`src/rtl/prescaled_digit_counter_if.sv`:
```
// Control/status bundle for prescaled_digit_counter: count controls in, digit vector and strobes out.
// The master side drives the controls; the slave side is the counter itself.
interface prescaled_digit_counter_if #(
  parameter int unsigned DIGITS  = 4,
  parameter int unsigned DIGIT_W = 4
) ();

  logic                        en;
  logic                        up_dn;
  logic                        clr;
  logic                        load;
  logic [DIGITS*DIGIT_W-1:0]   load_val;
  logic [DIGITS*DIGIT_W-1:0]   count;
  logic                        tick;
  logic                        carry_out;

  modport master (
    output en, up_dn, clr, load, load_val,
    input  count, tick, carry_out
  );

  modport slave (
    input  en, up_dn, clr, load, load_val,
    output count, tick, carry_out
  );

endinterface

```
`src/rtl/prescaled_digit_counter.sv`:
```
// Cascaded modulo-N digit counter stepped once every PRESCALE enabled clocks.
// Supports up/down, synchronous clear/load (load saturates digits), and registered tick/carry strobes.
module prescaled_digit_counter #(
  parameter int unsigned PRESCALE = 30,
  parameter int unsigned DIGITS   = 4,
  parameter int unsigned DIGIT_W  = 4,
  parameter int unsigned MODULO   = 16
) (
  input  logic                      clk,
  input  logic                      rst,
  prescaled_digit_counter_if.slave  bus
);

  localparam int unsigned CW = DIGITS * DIGIT_W;
  localparam int unsigned PW = (PRESCALE > 1) ? $clog2(PRESCALE) : 1;
  localparam logic [PW-1:0]      PresMax = PW'(PRESCALE - 1);
  localparam logic [DIGIT_W-1:0] DigMax  = DIGIT_W'(MODULO - 1);

  logic [PW-1:0] presc_q, presc_d;
  logic [CW-1:0] count_q, count_d;
  logic          tick_q, tick_d;
  logic          carry_q, carry_d;

  logic               step;
  logic [CW-1:0]      stepped;
  logic [CW-1:0]      loaded;
  logic               ripple;
  logic [DIGIT_W-1:0] dig;
  logic [DIGIT_W-1:0] dig_l;

  assign step = bus.en && (presc_q == PresMax);

  // Ripple carry/borrow: ripple stays set only while every lower digit wrapped.
  always_comb begin
    stepped = count_q;
    ripple  = 1'b1;
    dig     = '0;
    for (int k = 0; k < DIGITS; k++) begin
      dig = count_q[k*DIGIT_W +: DIGIT_W];
      if (ripple) begin
        if (bus.up_dn) begin
          if (dig == DigMax) begin
            stepped[k*DIGIT_W +: DIGIT_W] = '0;
          end else begin
            stepped[k*DIGIT_W +: DIGIT_W] = dig + DIGIT_W'(1);
            ripple = 1'b0;
          end
        end else begin
          if (dig == '0) begin
            stepped[k*DIGIT_W +: DIGIT_W] = DigMax;
          end else begin
            stepped[k*DIGIT_W +: DIGIT_W] = dig - DIGIT_W'(1);
            ripple = 1'b0;
          end
        end
      end
    end
  end

  always_comb begin
    loaded = '0;
    dig_l  = '0;
    for (int k = 0; k < DIGITS; k++) begin
      dig_l = bus.load_val[k*DIGIT_W +: DIGIT_W];
      loaded[k*DIGIT_W +: DIGIT_W] = (32'(dig_l) >= MODULO) ? DigMax : dig_l;
    end
  end

  always_comb begin
    presc_d = presc_q;
    count_d = count_q;
    tick_d  = 1'b0;
    carry_d = 1'b0;
    if (bus.clr) begin
      presc_d = '0;
      count_d = '0;
    end else begin
      if (bus.en) begin
        presc_d = step ? '0 : presc_q + PW'(1);
      end
      // A load swallows a coincident step, so no strobes for it.
      if (bus.load) begin
        count_d = loaded;
      end else if (step) begin
        count_d = stepped;
        tick_d  = 1'b1;
        carry_d = ripple;
      end
    end
  end

  always_ff @(posedge clk or posedge rst) begin
    if (rst) begin
      presc_q <= '0;
      count_q <= '0;
      tick_q  <= 1'b0;
      carry_q <= 1'b0;
    end else begin
      presc_q <= presc_d;
      count_q <= count_d;
      tick_q  <= tick_d;
      carry_q <= carry_d;
    end
  end

  assign bus.count     = count_q;
  assign bus.tick      = tick_q;
  assign bus.carry_out = carry_q;

endmodule

```
`src/flat_wrapper.sv`:
```
// flat-port wrapper written by rule: the top's interface ports become plain ports
module prescaled_digit_counter_flat 
#(
  parameter int unsigned PRESCALE = 30,
  parameter int unsigned DIGITS   = 4,
  parameter int unsigned DIGIT_W  = 4,
  parameter int unsigned MODULO   = 16
)
  (clk, rst, bus_en, bus_up_dn, bus_clr, bus_load, bus_load_val, bus_count, bus_tick, bus_carry_out);
  prescaled_digit_counter_if #(.DIGITS(DIGITS), .DIGIT_W(DIGIT_W)) bus_i ();
  input  logic clk;
  input  logic rst;
  input wire logic [$bits(bus_i.en)-1:0] bus_en;
  input wire logic [$bits(bus_i.up_dn)-1:0] bus_up_dn;
  input wire logic [$bits(bus_i.clr)-1:0] bus_clr;
  input wire logic [$bits(bus_i.load)-1:0] bus_load;
  input wire logic [$bits(bus_i.load_val)-1:0] bus_load_val;
  output wire logic [$bits(bus_i.count)-1:0] bus_count;
  output wire logic [$bits(bus_i.tick)-1:0] bus_tick;
  output wire logic [$bits(bus_i.carry_out)-1:0] bus_carry_out;
  assign bus_i.en = bus_en;
  assign bus_i.up_dn = bus_up_dn;
  assign bus_i.clr = bus_clr;
  assign bus_i.load = bus_load;
  assign bus_i.load_val = bus_load_val;
  assign bus_count = bus_i.count;
  assign bus_tick = bus_i.tick;
  assign bus_carry_out = bus_i.carry_out;
  prescaled_digit_counter #(.PRESCALE(PRESCALE), .DIGITS(DIGITS), .DIGIT_W(DIGIT_W), .MODULO(MODULO)) u_core (.clk(clk), .rst(rst), .bus(bus_i));
endmodule
```
`config.mk`:
```
export PLATFORM = sky130hd
export DESIGN_NAME = prescaled_digit_counter_flat
export DESIGN_NICKNAME = d
export VERILOG_FILES = /design/src/rtl/prescaled_digit_counter_if.sv /design/src/rtl/prescaled_digit_counter.sv /design/src/flat_wrapper.sv
export SDC_FILE = /design/constraint.sdc
export NUM_CORES = 1
export LEC_CHECK = 0
export BUFFER_PORTS_ARGS = -buffer_cell sky130_fd_sc_hd__buf_2
export CORE_MARGIN = 4
export CORE_UTILIZATION = 35
export DETAILED_ROUTE_END_ITERATION = 16
export PLACE_DENSITY_LB_ADDON = 0.25
export REMOVE_ABC_BUFFERS = 1
export SLEW_MARGIN = 20
export SYNTH_ARGS = -nofsm -noshare
export SYNTH_HDL_FRONTEND = slang
export SYNTH_SLANG_ARGS = --single-unit
export TNS_END_PERCENT = 10
```
`constraint.sdc`:
```
create_clock -name clk -period 2.7 [get_ports clk]
set_clock_uncertainty 0.15 [all_clocks]
set_input_delay 0.81 -clock clk [delete_from_list [all_inputs] [get_ports clk]]
set_output_delay 0.81 -clock clk [all_outputs]
set_load 0.01 [all_outputs]
```
==> flow_summary.ini <==
[outcome]
outcome = finished, final reports clean

[power]
ir_worst_vdd_v = 0.000154
power_uw = 878
p_switching_uw = 289
p_seq_share_pct = 46.0
leakage_nw = 1.01
power_density_nw_per_um2 = 405
netSwitchingFraction_pct = 32.9
p_clk_share_pct = 25.2
internal-power_uw = 589
combinationalPowerShare_pct = 28.8

[cts]
clock_latency_ns = 0.26
post_cts_buffers = 0
cts.root.buffer_cell = clkbuf_8
holdBufCountCts = 0
htreeDepth = 1
clkSinkCount = 23
clock_path_buffers = 2
cts.repair.resized = 0
numCtsBuffers = 3
clk_pin_slew_ns = 0.08
cts_tree = done

[yosys]
synth_edf_count = 0
synthArstFlopShare_pct = 100
netlist.area_leader.share_pct = 31.9
ys_seq_elements = 23
syn_avg_cell_area_um2 = 8.50
yosysTopAreaCell = dfrtp_1
synth.area.top_cells = dfrtp_1 32%, ha_1 6.9%, a21oi_1 6.7%, inv_1 4.2%, mux2i_1 3.9%
synth_cell_types = 44
syn_inst = 212
yosys_warnings = 0
synth.top_cells.by_count = 24 x a21oi_1, 23 x dfrtp_1, 20 x inv_1
synth.most_common_cell = a21oi_1
netlist_area_um2 = 1800
ys_seq_area_share_pct = 31.9
ys.flop_type = dfrtp_1

[routing]
drc = 0
drt_iter0_markers = 57
vias = 1702
routedWlPerCell_um = 14.2
viasPerCell = 5.27
antenna_left = 0
finalWirelength_um = 4580
dr.pass1.iters = 5

[grt]
first_global_vias = 1563
met2_usage_pct = 23.5
use_met3_pct = 1.92
top_usage_layer = met2
grt_max_degree = 24
grt_antenna_before_repair = 0
track_usage_pct = 15.0
grt_overflow_total = 0
use_met1_pct = 21.9
grt_pass1_wl_um = 7600

[place]
io_buffer_count = 39
hpwl_um = 3480
place_congestion = 0.802
placedInstanceArea_um2 = 2120
preCtsSetupSlack_ns = 0.0195

[timing]
period_share_pct = 88.6
grt_setup_unrepaired = no
tightest_slew_ns = 0.407
fin_tns_setup_ns = 0
fin_crit_ns = 2.39
fin_ws_ns = 0.307
final_hold_viol_count = 0
fmax_ghz = 0.418
setup_viol = 0
slew-limit-headroom_pct = 72.8
maxSlewViolCount = 0

[setup_path]
cpPeakStageDelay_ns = 0.48
crit_family = simple AND/OR/NAND/NOR gates
crit_path_max_fanout = 7
r2r_cells = 7
crit_path_end_kind = flop
path_cells = buf_2 -> buf_4 -> or3b_2 -> mux2i_1 -> buf_4 -> nand2_1 -> mux2i_1 -> a211oi_1
slowest_stage = or3b_2
r2r-end = u_core.bus.count[9]
rrSetupSlack_ns = 0.35
critPathLaunchType = input port
r2r_start = u_core.bus.count[0]
path_depth = 8
crit_type = input port to flop
worstPathArrival_ns = 2.42
worst-path-buf-inv = 3
cp.required_ns = 2.73

[floorplan]
start_util_pct = 37.2
io_pins = 40
rows = 25
die_h_um = 79.8
fp.dieW_um = 79.8
dieArea_um2 = 6360
core_area_um2 = 4850

[min_path]
hold-path-endpoint = u_core.presc_q[3]
hold_path_startpoint = u_core.presc_q[3]
whs_path_depth = 1
hp-class = flop to flop

[finish]
synthToLayoutAreaGrowth_pct = 20.3
num_antenna_cells = 0
fillCellCount = 511
num-nets-final = 289
final_area_um2 = 2170
layout-drive-gt1-share_pct = 27.0

[job]
drv_cap = 0
-- cells by family after synthesis --
group | Yosys count | synth area share (%)
buffers and inverters | 32 | 7.22
AO/OA/AOI/OAI | 72 | 29.1
adder cells (fa/ha/maj) | 10 | 6.94
XOR/XNOR | 7 | 3.40
AND/OR/NAND/NOR | 60 | 16.9
multiplexers | 8 | 4.51
flip-flops | 23 | 31.9
-- sequential cells by signal (all words and copies together) (netlist names) --
| register | count |
|---|---|
| u_core.bus.count | 16 |
| u_core.presc_q | 5 |
| u_core.bus.carry_out | 1 |
| u_core.bus.tick | 1 |
-- power groups by stage --
stage	Clock [mW]	Sequential (mW)	Combinational, mW
final	0.221	0.404	0.253
after floorplan	0	0.417	0.143
after global placement	0	0.411	0.253
after detailed placement	0	0.411	0.255
after global routing	0.242	0.410	0.284
after CTS	0.231	0.404	0.256
-- cells in the final DEF, fill, tap and decap left out, drive strengths merged, types with 4 or more instances in the layout --
master,instances
o31ai,7
nand2,18
a41oi,4
mux2i,7
nor2,18
buf,52
inv,20
clkbuf,4
nand3,8
xnor2,4
o21ai,11
a21oi,24
dfrtp,23
nor4b,4
a211oi,4
ha,10
-- stage by stage --
stage	util [%]	instances	hold slack, ns
floorplan	-	200	0.304
global placement	43.8	319	0.337
detailed placement	43.8	319	0.353
CTS	44.7	323	0.370
global route	44.7	323	0.396
finish	44.7	323	0.367
-- layout make-up --
type	instances	area (µm²)	area share, %
repair buffers	52	293	13.5
multi-input cells	157	1100	50.6
inverters	20	75.1	3.46
well taps	67	83.8	3.86
clock buffers	4	45.0	2.08
flip-flops and latches	23	576	26.5
-- layer usage --
layer	part of all wire, %	up-vias	wire, µm
met3	3.8	2	176
met5	0	-	0
li1	-	858	-
met4	0.48	0	22
met1	52	808	2380
met2	44	34	2010
-- how the worst max path moves through the flow --
| stage | endpoint | from | slack [ns] |
|---|---|---|---|
| finish | u_core.bus.count[9] | bus_up_dn | 0.31 |
| global route | u_core.bus.count[9] | bus_up_dn | 0.22 |
| CTS | u_core.bus.count[9] | bus_up_dn | 0.31 |
| detailed placement | u_core.bus.count[9] | bus_up_dn | 0.02 |
| global placement | u_core.bus.count[9] | bus_up_dn | 0.08 |
| floorplan | u_core.bus.count[9] | bus_up_dn | 0.26 |
No activity file was read; power rests on OpenSTA's default activity.
